--- src/rtl/dror_pkg.sv ---
// Shared constants, state encoding and BRAM command helpers for the point cloud loader.
package dror_pkg;
  localparam int N         = 16;
  localparam int LANES     = 8;
  localparam int WORD_W    = N * LANES;
  localparam int WE_W      = WORD_W / 8;
  localparam int LANE_BITS = $clog2(LANES);
  localparam int HDR_WORDS = 1;

  localparam logic [31:0] START_WORD = 32'd0;
  localparam logic [31:0] SIZE_WORD  = 32'd0;
  localparam logic [31:0] DONE_WORD  = 32'd0;

  typedef enum logic [2:0] {
    S_IDLE, S_CLR, S_LOAD, S_HDR_SIZE, S_HDR_START, S_POLL, S_CHK, S_ACK
  } state_t;

  typedef struct packed {
    logic              en;
    logic [WE_W-1:0]   we;
    logic [31:0]       addr;
    logic [WORD_W-1:0] data;
  } bram_cmd_t;

  function automatic bram_cmd_t wr_cmd(input logic [31:0] addr, input logic [WORD_W-1:0] data);
    bram_cmd_t c;
    c.en   = 1'b1;
    c.we   = '1;
    c.addr = addr;
    c.data = data;
    return c;
  endfunction

  function automatic bram_cmd_t rd_cmd(input logic [31:0] addr);
    bram_cmd_t c;
    c      = '0;
    c.en   = 1'b1;
    c.addr = addr;
    return c;
  endfunction
endpackage

--- src/rtl/lane_packer.sv ---
// Packs N-bit x/y/z points into WORD_W-bit words; lanes not yet filled stay zero.
module lane_packer
  import dror_pkg::*;
(
  input  logic              clock,
  input  logic              reset,
  input  logic              clear,
  input  logic              push,
  input  logic              flush,
  input  logic [N-1:0]      din_x,
  input  logic [N-1:0]      din_y,
  input  logic [N-1:0]      din_z,
  output logic [WORD_W-1:0] word_x,
  output logic [WORD_W-1:0] word_y,
  output logic [WORD_W-1:0] word_z,
  output logic              full
);
  logic [LANE_BITS-1:0] lane_q;
  logic [WORD_W-1:0]    acc_x, acc_y, acc_z;

  assign full = (lane_q == LANE_BITS'(LANES - 1));

  // word_* already contains the point being pushed, so an emitting beat needs no extra cycle
  always_comb begin
    word_x = acc_x;
    word_y = acc_y;
    word_z = acc_z;
    if (push) begin
      word_x[int'(lane_q)*N +: N] = din_x;
      word_y[int'(lane_q)*N +: N] = din_y;
      word_z[int'(lane_q)*N +: N] = din_z;
    end
  end

  always_ff @(posedge clock or negedge reset) begin
    if (!reset) begin
      lane_q <= '0;
      acc_x  <= '0;
      acc_y  <= '0;
      acc_z  <= '0;
    end else if (clear || (push && (full || flush))) begin
      lane_q <= '0;
      acc_x  <= '0;
      acc_y  <= '0;
      acc_z  <= '0;
    end else if (push) begin
      lane_q <= lane_q + 1'b1;
      acc_x  <= word_x;
      acc_y  <= word_y;
      acc_z  <= word_z;
    end
  end
endmodule

--- src/rtl/point_cloud_loader.sv ---
// Host-side loader: streams points into the x/y/z BRAMs, writes the header, polls done.
// in_x/in_y/in_z/in_last are taken on a clock edge where in_valid and in_ready are both high.
module point_cloud_loader
  import dror_pkg::*;
#(
  parameter int MAX_POINTS = 65536,
  parameter int TIMEOUT    = 0
) (
  input  logic              clock,
  input  logic              reset,
  input  logic              start,
  input  logic              in_valid,
  output logic              in_ready,
  input  logic [N-1:0]      in_x,
  input  logic [N-1:0]      in_y,
  input  logic [N-1:0]      in_z,
  input  logic              in_last,
  output logic [31:0]       addr_x,
  output logic [31:0]       addr_y,
  output logic [31:0]       addr_z,
  output logic [WORD_W-1:0] write_in_x,
  output logic [WORD_W-1:0] write_in_y,
  output logic [WORD_W-1:0] write_in_z,
  input  logic [WORD_W-1:0] read_out_x,
  input  logic [WORD_W-1:0] read_out_y,
  input  logic [WORD_W-1:0] read_out_z,
  output logic              en_x,
  output logic              en_y,
  output logic              en_z,
  output logic              rst_x,
  output logic              rst_y,
  output logic              rst_z,
  output logic [WE_W-1:0]   we_x,
  output logic [WE_W-1:0]   we_y,
  output logic [WE_W-1:0]   we_z,
  output logic              busy,
  output logic              done,
  output logic              timeout,
  output logic              overflow,
  output logic [31:0]       point_count,
  output state_t            dbg_state
);
  localparam logic [31:0] MAX_P = 32'(MAX_POINTS);
  localparam logic [31:0] TO_P  = 32'(TIMEOUT);

  state_t            state_q, state_d;
  logic [31:0]       count_q, count_d, wd_q, wd_d;
  logic              ovf_q, ovf_d, to_q, to_d, done_d;
  bram_cmd_t         cx_q, cy_q, cz_q, cx_d, cy_d, cz_d;
  logic              accept, flush, pk_clear, pk_full, wd_hit;
  logic [31:0]       data_addr;
  logic [WORD_W-1:0] word_x, word_y, word_z;
  logic              unused_rd;

  assign unused_rd = ^{read_out_x, read_out_y, read_out_z[WORD_W-1:32]};
  assign accept    = in_valid && in_ready;
  assign data_addr = 32'(HDR_WORDS) + (count_q >> LANE_BITS);
  assign wd_hit    = (TIMEOUT != 0) && (wd_q == TO_P - 32'd1);

  lane_packer u_packer (
    .clock  (clock),
    .reset  (reset),
    .clear  (pk_clear),
    .push   (accept),
    .flush  (flush),
    .din_x  (in_x),
    .din_y  (in_y),
    .din_z  (in_z),
    .word_x (word_x),
    .word_y (word_y),
    .word_z (word_z),
    .full   (pk_full)
  );

  always_comb begin
    state_d  = state_q;
    count_d  = count_q;
    ovf_d    = ovf_q;
    to_d     = to_q;
    wd_d     = wd_q;
    cx_d     = '0;
    cy_d     = '0;
    cz_d     = '0;
    done_d   = 1'b0;
    pk_clear = 1'b0;
    flush    = 1'b0;
    case (state_q)
      S_IDLE: if (start) begin
        state_d  = S_CLR;
        count_d  = '0;
        ovf_d    = 1'b0;
        to_d     = 1'b0;
        pk_clear = 1'b1;
      end
      S_CLR: begin
        cx_d    = wr_cmd(START_WORD, '0);
        cz_d    = wr_cmd(DONE_WORD, '0);
        state_d = S_LOAD;
      end
      S_LOAD: if (accept) begin
        count_d = count_q + 32'd1;
        flush   = in_last || (count_d == MAX_P);
        if (pk_full || flush) begin
          cx_d = wr_cmd(data_addr, word_x);
          cy_d = wr_cmd(data_addr, word_y);
          cz_d = wr_cmd(data_addr, word_z);
        end
        if (in_last) begin
          state_d = S_HDR_SIZE;
        end else if (count_d == MAX_P) begin
          ovf_d   = 1'b1;
          state_d = S_HDR_SIZE;
        end
      end
      S_HDR_SIZE: begin
        cy_d    = wr_cmd(SIZE_WORD, WORD_W'(count_q));
        state_d = S_HDR_START;
      end
      S_HDR_START: begin
        cx_d    = wr_cmd(START_WORD, WORD_W'(1));
        wd_d    = '0;
        state_d = S_POLL;
      end
      S_POLL: begin
        wd_d    = wd_q + 32'd1;
        state_d = S_CHK;
        if (wd_hit) begin
          to_d    = 1'b1;
          state_d = S_ACK;
        end
      end
      S_CHK: begin
        wd_d = wd_q + 32'd1;
        if (read_out_z[31:0] != 32'd0) begin
          state_d = S_ACK;
        end else if (wd_hit) begin
          to_d    = 1'b1;
          state_d = S_ACK;
        end else begin
          state_d = S_POLL;
        end
      end
      S_ACK:   state_d = S_IDLE;
      default: state_d = S_IDLE;
    endcase
    // Keyed on the next state so the registered read lands while in POLL and its data in CHK
    if (state_d == S_POLL) cz_d = rd_cmd(DONE_WORD);
    if (state_d == S_ACK) begin
      cx_d   = wr_cmd(START_WORD, '0);
      cz_d   = wr_cmd(DONE_WORD, '0);
      done_d = 1'b1;
    end
  end

  always_ff @(posedge clock or negedge reset) begin
    if (!reset) begin
      state_q  <= S_IDLE;
      count_q  <= '0;
      ovf_q    <= 1'b0;
      to_q     <= 1'b0;
      wd_q     <= '0;
      cx_q     <= '0;
      cy_q     <= '0;
      cz_q     <= '0;
      done     <= 1'b0;
      busy     <= 1'b0;
      in_ready <= 1'b0;
    end else begin
      state_q  <= state_d;
      count_q  <= count_d;
      ovf_q    <= ovf_d;
      to_q     <= to_d;
      wd_q     <= wd_d;
      cx_q     <= cx_d;
      cy_q     <= cy_d;
      cz_q     <= cz_d;
      done     <= done_d;
      busy     <= (state_d != S_IDLE);
      in_ready <= (state_d == S_LOAD) && (count_d < MAX_P);
    end
  end

  assign {en_x, we_x, addr_x, write_in_x} = cx_q;
  assign {en_y, we_y, addr_y, write_in_y} = cy_q;
  assign {en_z, we_z, addr_z, write_in_z} = cz_q;
  assign rst_x       = 1'b0;
  assign rst_y       = 1'b0;
  assign rst_z       = 1'b0;
  assign point_count = count_q;
  assign overflow    = ovf_q;
  assign timeout     = to_q;
  assign dbg_state   = state_q;
endmodule

--- config.mk ---
export PLATFORM = sky130hd
export DESIGN_NAME = point_cloud_loader
export DESIGN_NICKNAME = d
export VERILOG_FILES = /design/src/rtl/dror_pkg.sv /design/src/rtl/lane_packer.sv /design/src/rtl/point_cloud_loader.sv
export SDC_FILE = /design/constraint.sdc
export NUM_CORES = 1
export LEC_CHECK = 0
export ABC_AREA = 1
export BUFFER_PORTS_ARGS = -buffer_cell sky130_fd_sc_hd__buf_2
export CAP_MARGIN = 20
export CORE_AREA = 2 2 396 398
export CTS_BUF_LIST = sky130_fd_sc_hd__clkbuf_4 sky130_fd_sc_hd__clkbuf_8
export DETAILED_ROUTE_END_ITERATION = 7
export DIE_AREA = 0 0 398 400
export PLACE_DENSITY_LB_ADDON = 0.1
export SLEW_MARGIN = 20
export SYNTH_ARGS = -nofsm -noshare
export SYNTH_HDL_FRONTEND = slang
export SYNTH_SLANG_ARGS = --single-unit
--- constraint.sdc ---
create_clock -name clock -period 3.3 [get_ports clock]
set_clock_uncertainty 0.05 [all_clocks]
set_input_delay 0.66 -clock clock [delete_from_list [all_inputs] [get_ports clock]]
set_output_delay 0.66 -clock clock [all_outputs]
set_load 0.05 [all_outputs]
Word-level counts from Yosys, hierarchy flattened
Cells that the tools add are included.
{ "classes": {"addsub": 4, "magnitude_cmp": 1, "eq_ne": 16, "shifts": 4, "mux": 42, "reduce_logical": 13} }
{ "op_table": {"columns": ["cell", "n"], "rows": [
  ["2-to-1 mux 177 bit", 9],
  ["2-to-1 mux 128 bit", 6],
  ["case mux 177 bit (2 select lines)", 2],
  ["case mux 177 bit (3 select lines)", 1],
  ["bitwise mux 128 bit", 3],
  ["variable part select 16 x 33 -> 128 bit", 3],
  ["variable shift 16 x 33 -> 128 bit, first input constant", 1],
  ["2-to-1 mux 32 bit", 2],
  ["case mux 32 bit (2 select lines)", 1],
  ["negator 7 -> 33 bit", 1],
  ["adder 32 x 1 -> 32 bit, second input constant", 1],
  ["equality test 32 x 17 -> 1 bit, second input constant", 1],
  ["less-than comparator 32 x 17 -> 1 bit, second input constant", 1],
  ["nonzero test 32 bit", 1],
  ["adder 1 x 29 -> 30 bit, first input constant", 1],
  ["case mux 3 bit (8 select lines)", 1],
  ["equality test 3 bit, second input constant", 7],
  ["2-to-1 mux 3 bit", 6],
  ["equality test 3 x 2 -> 1 bit, second input constant", 3],
  ["2-to-1 mux 1 bit", 9],
  ["!= test 2 bit, second input constant", 3],
  ["AND reduction 5 bit", 1],
  ["logical OR 1 bit", 4],
  ["nonzero test 2 bit", 2],
  ["other kinds (8)", 10]
]} }
{ "totals": {"regBits": 957, "out_inout_bits": 574, "elab_cells": 102} }

Depth between registers and ports, before layout
Gate-level depths: netlist of the first run.
{ "logic_depth": {"word_depth": 9, "depth_mapped": 18} }

Modules after synthesis
Synthesis of the first run repeated with hierarchy kept, for this count alone.
{ "hier_totals": {"cells_unflattened": 5129, "area_unflattened_um2": 41688.7} }
{ "by_module_without_submodules": {"columns": ["mod", "instances", "cells_per_inst", "area_each_um2", "seq_area_each_um2"], "rows": [
  ["lane_packer", 1, 3154, 21315.4, 9684.3],
  ["point_cloud_loader", 1, 1975, 20373.3, 12937.4]
]} }

Worst setup path before layout of the first run
Ideal clock, no wire load.
{ "synth_timing": {"path_kind": "register -> register", "from": "register count_q[4], in the netlist point_count[4]", "to": "register cx_q (netlist bit write_in_x[100])", "setup_time_ps": 76, "t_arrival_ps": 2705, "required_ps": 3174, "setup_slack_ps": 469, "stages_incl_launch_ff": 19, "period_less_slack_ps": 2831, "cell_sequence": "dfrtp_1 -> ha_1 -> nand2_1 -> nor2_1 -> nand2_1 -> nor2_2 -> nand2_1 -> nand2_1 -> nand2_1 -> nor2_1 -> nand2_1 -> nor2_1 -> nand3_1 -> nand2_1 -> nand2_2 -> buf_6 -> buf_6 -> buf_6 -> a21oi_2"} }
{ "synth_lines": {"columns": ["item", "line", "source"], "rows": [
  ["start, declared", "point_cloud_loader.sv:47", "logic [31:0] count_q, count_d, wd_q, wd_d;"],
  ["start signal, assigned", "point_cloud_loader.sv:170", "count_q <= count_d;"],
  ["end signal, assigned", "point_cloud_loader.sv:162", "cx_q <= '0;"],
  ["end signal, assigned", "point_cloud_loader.sv:174", "cx_q <= cx_d;"],
  ["end, declared", "point_cloud_loader.sv:49", "bram_cmd_t cx_q, cy_q, cz_q, cx_d, cy_d, cz_d;"]
]} }

Final worst setup path of the first run
{ "layout_timing": {"from": "register count_q[4], in the netlist point_count[4]", "to": "register u_packer.acc_y[106]"} }
{ "layout_between": {"elab_chain_cells": 9, "word_cells_on_any_way": 10, "classes_between": "add/sub (1); eq/ne (1); mux (3); reduce/logical (5)"} }
{ "layout_rtl": {"columns": ["item", "line", "source"], "rows": [
  ["adder 32 x 1 -> 32 bit *", "point_cloud_loader.sv:101", "count_d = count_q + 32'd1;"],
  ["equality test 32 x 17 -> 1 bit *", "point_cloud_loader.sv:102", "flush = in_last || (count_d == MAX_P);"],
  ["logical OR 1 bit *", "point_cloud_loader.sv:102", null],
  ["2-to-1 mux 1 bit *", "point_cloud_loader.sv:100", "S_LOAD: if (accept) begin"],
  ["2-to-1 mux 1 bit *", "point_cloud_loader.sv:87", "case (state_q)"],
  ["logical OR 1 bit *", "lane_packer.sv:41", "end else if (clear || (push && (full || flush))) begin"],
  ["logical AND 1 bit *", "lane_packer.sv:41", null],
  ["logical OR 1 bit *", "lane_packer.sv:41", null],
  ["2-to-1 mux 128 bit / nonzero test 2 bit (equally long branches)", null, null],
  ["end signal, assigned", "lane_packer.sv:49", "acc_y <= word_y;"],
  ["end, declared", "lane_packer.sv:19", "logic [WORD_W-1:0] acc_x, acc_y, acc_z;"]
]} }
Every way passes the cells marked *; elsewhere a longest branch is shown, timed or not.
A chain may end at the register's enable or synchronous reset.

==> results of run 1 <==
[logic make-up (layout without fill, tap and decap cells)]
logic type	Yosys count	after routing
DFF	904	904
AOI/OAI and AO/OA	820	820
adders and majority gates	9	9
buffers and inverters	538	1233
xor gates and xnor gates	28	28
muxes	47	47
other	1	15
and+or+nand+nor	2531	2531
[state kept, by name, summed over array words and instances, names as in the netlist]
signal / cells
u_packer.acc_x: 128
u_packer.acc_y: 128
u_packer.acc_z: 128
write_in_x: 128
write_in_y: 128
write_in_z: 128
point_count: 32
addr_x: 30
addr_y: 30
addr_z: 30
dbg_state: 3
u_packer.lane_q: 3
busy: 1
done: 1
en_z: 1
in_ready: 1
overflow: 1
we_x: 1
we_y: 1
we_z: 1
[what timing repair did]
item / CTS / global route
endpoints found under the hold margin: 114 / 0
resized for setup: 0 / 17
hold buffers: 1 / 0
setup endpoints to repair: 0 / 484
[path summary, 6_finish.rpt]
| check | startpoint | slack [ps] | to | depth (start not counted) |
|---|---|---|---|---|
| setup / recovery | point_count[4]$_DFFE_PN0P_ | 230 | u_packer.acc_y[106]$_DFFE_PN0P_ | 19 |
| hold / removal | start | 170 | point_count[31]$_DFF_PN0_ | 4 |
| setup reg to reg | point_count[4]$_DFFE_PN0P_ | 230 | u_packer.acc_y[106]$_DFFE_PN0P_ | 19 |
| hold reg to reg | u_packer.acc_z[43]$_DFFE_PN0P_ | 420 | u_packer.acc_z[43]$_DFFE_PN0P_ | 2 |
| max in group asynchronous | reset | 1920 | write_in_z[94]$_DFF_PN0_ | 3 |
| min in group asynchronous | reset | 250 | write_in_y[46]$_DFF_PN0_ | 2 |
[cell usage in the layout (no fill, tap or decap), types with 87 or more instances in the layout]
| cell | instances |
|---|---|
| a21oi_1 | 163 |
| a21oi_2 | 300 |
| buf_2 | 647 |
| buf_4 | 126 |
| clkbuf_8 | 215 |
| dfrtp_1 | 897 |
| inv_1 | 87 |
| nand2_1 | 1461 |
| nand3_1 | 518 |
| nor2_1 | 453 |
| o21ai_0 | 331 |
[per-stage QoR]
step / instances / power [mW] / instance area [sq um]
2_1_floorplan: 4887 / 23.3 / 41700
3_3_place_gp: 7348 / 28.0 / 47900
3_5_place_dp: 7348 / 28.0 / 47900
4_1_cts: 7640 / 40.0 / 51500
5_1_grt: 7642 / 42.1 / 51500
6_report: 7645 / 39.4 / 51500
[area by class of cell]
cell class	instances	share of cell area [%]
Timing Repair Buffer	849	11.0
Sequential cell	904	43.9
Inverter	93	0.709
Clock buffer	261	6.41
Clock inverter	30	0.580
Antenna cell	5	0.0243
Tap cell	2058	5.00
Multi-Input combinational cell	3445	32.3
[routing by layer]
metal	global-route usage, %	share of wire, %	up-vias
li1	-	-	17000
met1	29.0	47	17600
met2	31.0	45	1139
met3	4.03	5.7	195
met4	5.16	2.1	0
met5	0	0	-
[where the power goes]
part / internal, mW / leakage, nW / switching, mW
combinational: 3.58 / 11.2 / 10.3
sequential: 12.9 / 12.4 / 0.927
clock: 6.59 / 1.91 / 5.05
total: 23.1 / 25.6 / 16.3
[critical path, delay by kind of cell (launching register included)]
kind          cells  cell delay, ps
flops             1             350
buf+inv           3             560
fa+ha+maj         1             180
simple gates     15            1790
==> run_results.csv, run 1 <==
group,metric,value,unit
run_status,status,"finished clean",
worst_setup_path,crit_path_top_delay_cell,"dfrtp_1",
worst_setup_path,crit_arrival,3770,ps
synth,synth_top_cell_area_share,54.3,%
global_routing,antenna_found_initial,6,
sta,slew_headroom,41.5,%
route,wirelength,164,mm
global_routing,grt.overflow.total,0,
finish,regArea,22600,sq um
synth,synth_area_leader_cell,"dfrtp_1",
route,postRouteAntennaNets,0,
place,dpl_worst_slack,116,ps
synth,netlist_instances,4878,
finish,multi_input_area,16700,sq um
synth,post_synth_xor_area_fraction,0.588,%
worst_setup_path,worst-path-max-fanout,35,
sta,setup_slack,227,ps
place,port_buffers,648,
clocking,htree_levels,4,
synth,synthTopCellsByArea,"dfrtp_1 54%, nand2_1 13%, a21oi_2 6.3%",
finish,nFillCells,16300,
clocking,cts_buffers,167,
route,first_pass_iters,6,
sta,worst_pin_slew,878,ps
synth,synth_most_common_cell,"nand2_1",
synth,synthFlopType,"dfrtp_1",
clocking,cts_tree,"yes",
sta,finalSetupTns,0,ps
synth,syn_area,41700,sq um
floorplan,core_area,155000,sq um
clocking,clkSinkCount,904,
clocking,root_buffer,"clkbuf_8",
floorplan,boundaryPins,1011,
synth,yosysSeqAreaShare,54.3,%
synth,ys_warn_count,0,
route,viasPerCell,4.71,
sta,maxSlewViolCount,0,
sta,finalCritPeriodShare,93.1,%
pwr,powerDensity,764,nW/um^2
worst_hold_path,hold_path.class,"in -> reg",
pwr,ir_drop,0.466,mV
route,vias,36000,
floorplan,rows,145,
finish,nets,5906,
sta,rsz0062_at_grt,"no",
pwr,leakagePower,25.6,nW
worst_setup_path,slowest_delay,350,ps
synth,synth_common_cells,"1465 x nand2_1, 904 x dfrtp_1, 518 x nand3_1",
sta,period_minus_slack,3070,ps
synth,synthMuxAreaShare,1.13,%
synth,synthArstFlopShare,100,%
worst_setup_path,worstPathRequired,4000,ps
worst_setup_path,cp_common_cell,"nand2_1",
synth,synth_adder_area_share,0.270,%
finish,final_core_util,33.2,%
synth,synth_seq_cells,904,
synth,synth_cell_type_count,36,
worst_setup_path,path_class,"reg -> reg",
place,dp_hpwl,111,mm
route,wl_per_cell,21.4,um
synth,synthSimpleGateAreaFrac,24.9,%
floorplan,die_w,398,um
synth,syn_area_per_cell,8.55,sq um
route,drt_iter0_drc,2621,
clocking,cts.path.max_buffers,3,
sta,fmax,0.325,GHz
synth,synth_top_family_by_area,"simple AND/OR/NAND/NOR gates",
sta,hold_ws,171,ps
floorplan,die_height,400,um
clocking,worstSkewPairLatency,890,ps
synth,synth_compound_area_share,12.7,%
worst_setup_path,endpoint_kind,"flip-flop",
global_routing,grt_pass1_wl,241,mm
worst_setup_path,cp-start-kind,"flip-flop",
floorplan,dieArea,159000,sq um
sta,hold_viol_final,0,
global_routing,track_usage,20.2,%
finish,drive_gt1_share,26.7,%
flow_run,drv_cap,0,
route,drc,0,
synth,synth_edf_count,0,
clocking,clk_pin_slew,60,ps
place,gp_congestion,0.858,
worst_setup_path,crit_chain,"ha_1 -> nand2_1 -> nor2_1 -> nand2_2 -> nor2_2 -> nand2_1 -> nand2_1 -> nand2_1 -> nor2_1 -> nand2_1 -> nor2_1 -> nand3_1 -> nand2_2 -> nand2_8 -> buf_12 -> buf_12 -> buf_12 -> nand3_1 -> nand2_1",
global_routing,grt_max_degree,101,
sta,finalSetupViolCount,0,
finish,area_growth,23.6,%
floorplan,start_util,26.9,%
global_routing,grt_pass1_vias,35000,
clocking,postCtsSetupRepairBufs,0,
Note: power is estimated with default switching activity, not from simulation.
==> inputs of run 2 (changes only) <==
CORE_AREA = 3 3 397 399   (was 2 2 396 398)
DIE_AREA = 0 0 400 402   (was 0 0 398 400)
==> run_results.csv, run 2 (synthesized netlist as in run 1, its figures left out) <==
group,metric,value,unit
worst_setup_path,endpoint_kind,"flip-flop",
floorplan,start_util,27.0,%
finish,nFillCells,16300,
route,vias,36200,
place,port_buffers,648,
worst_setup_path,crit_path_top_delay_cell,"dfrtp_1",
floorplan,die_height,402,um
sta,setup_slack,224,ps
finish,fin_cells,7666,
floorplan,core_area,154000,sq um
finish,area_growth,24.2,%
place,dpl_worst_slack,-83.8,ps
route,viasPerCell,4.72,
route,drc,0,
worst_setup_path,worstPathRequired,4020,ps
floorplan,dieArea,161000,sq um
clocking,worstSkewPairLatency,940,ps
sta,finalCritPeriodShare,93.2,%
pwr,powerDensity,764,nW/um^2
global_routing,grt_pass1_vias,35100,
finish,nets,5941,
sta,maxSlewViolCount,0,
worst_setup_path,crit_arrival,3800,ps
clocking,cts_tree,"yes",
floorplan,die_w,400,um
clocking,clk_pin_slew,60,ps
finish,final_core_util,33.6,%
route,postRouteAntennaNets,0,
clocking,root_buffer,"clkbuf_8",
pwr,ir_drop,0.736,mV
floorplan,rows,144,
place,placed_cells,7361,
flow_run,drv_cap,0,
place,dp_hpwl,111,mm
clocking,cts_buffers,167,
route,drt_iter0_drc,2662,
global_routing,grt_max_degree,107,
worst_setup_path,cp-start-kind,"flip-flop",
worst_setup_path,critPathTopFamily,"simple AND/OR/NAND/NOR gates",
clocking,htree_levels,4,
place,gp_congestion,0.843,
global_routing,antenna_found_initial,7,
sta,finalSetupTns,0,ps
global_routing,track_usage,20.1,%
worst_setup_path,path_class,"reg -> reg",
sta,finalSetupViolCount,0,
sta,slew_headroom,40.0,%
sta,period_minus_slack,3080,ps
finish,drive_gt1_share,27.2,%
worst_hold_path,hold_path.class,"in -> reg",
clocking,clkSinkCount,904,
sta,rsz0062_at_grt,"no",
worst_setup_path,slowest_delay,440,ps
sta,fmax,0.325,GHz
worst_setup_path,crit_chain,"nand2_1 -> nor2_2 -> nand2_2 -> buf_4 -> nand2_1 -> nand2_1 -> nor2_1 -> nand3_1 -> nor3_2 -> nand3_1 -> nand2_4 -> nand2_8 -> buf_4 -> a21oi_1",
floorplan,boundaryPins,1011,
worst_setup_path,worst-path-max-fanout,32,
worst_setup_path,cp_common_cell,"nand2_1",
sta,hold_viol_final,0,
global_routing,grt.overflow.total,0,
run_status,status,"finished clean",
finish,final_common_cell,"nand2_1",
pwr,leakagePower,25.8,nW
route,wl_per_cell,21.7,um
global_routing,grt_pass1_wl,242,mm
finish,final_cell_mix,"1462 x nand2_1, 901 x dfrtp_1, 647 x buf_2, 517 x nand3_1, 451 x nor2_1",
clocking,cts.path.max_buffers,3,
worst_setup_path,path_buf_inv,2,
route,first_pass_iters,5,
pwr,total_power,39.6,mW
route,wirelength,166,mm
sta,worst_pin_slew,900,ps
[run 2: what timing repair did]
action                     CTS  global route
setup buffers                0             7
resized for setup            3            18
hold buffers                 1             0
hold endpoints to repair    20             0
setup endpoints to repair   27           727
cloned                       0             1
[run 2: power by group]
group / total (mW) / switching [mW] / internal, mW
Combinational: 13.8 / 10.2 / 3.61
Clock: 11.9 / 5.16 / 6.78
Sequential: 13.9 / 0.926 / 12.9
[run 2: layout make-up]
cell class / count / area (sq um) / area share (%)
diodes: 2 / 5.00 / 0.00967
clock buffers: 263 / 3260 / 6.30
clock inverters: 31 / 399 / 0.771
inverters: 93 / 367 / 0.708
multi-input cells: 3446 / 16700 / 32.3
flip-flops and latches: 904 / 22600 / 43.7
well taps: 2044 / 2560 / 4.94
repair buffers: 883 / 5840 / 11.3
[run 2: per-layer routing]
metal  global-route usage [%]  routed length, um
met5                        0                  0
met4                     5.88               4040
met3                     3.91               9520
met2                     30.2              73700
met1                     29.1              78900
[run 2: metrics by stage]
step | hold WS (ps) | cell area [sq um]
floorplan | 314 | 41700
global placement | 405 | 48000
detailed placement | 410 | 48000
CTS | 17.4 | 51600
global route | 97.0 | 51800
finish | 131 | 51800
[run 2: path summary, 6_finish.rpt]
path | slack [ps] | startpoint | to | cells past startpoint
max | 220 | point_count[2]$_DFFE_PN0P_ | write_in_y[115]$_DFF_PN0_ | 14
min | 130 | start | point_count[31]$_DFF_PN0_ | 4
max reg2reg | 220 | point_count[2]$_DFFE_PN0P_ | write_in_y[115]$_DFF_PN0_ | 14
min reg2reg | 420 | u_packer.acc_y[54]$_DFFE_PN0P_ | u_packer.acc_y[54]$_DFFE_PN0P_ | 2
max in group asynchronous | 1750 | reset | u_packer.acc_z[70]$_DFFE_PN0P_ | 3
min in group asynchronous | 310 | reset | write_in_y[98]$_DFF_PN0_ | 2
[run 2: worst register-to-register path: stages, from the launching register on]
cell and delay, ps:
dfrtp_1 440, nand2_1 90, nor2_2 230, nand2_2 230
buf_4 190, nand2_1 50, nand2_1 80, nor2_1 100
nand3_1 100, nor3_2 200, nand3_1 150, nand2_4 170
nand2_8 150, buf_4 360, a21oi_1 390
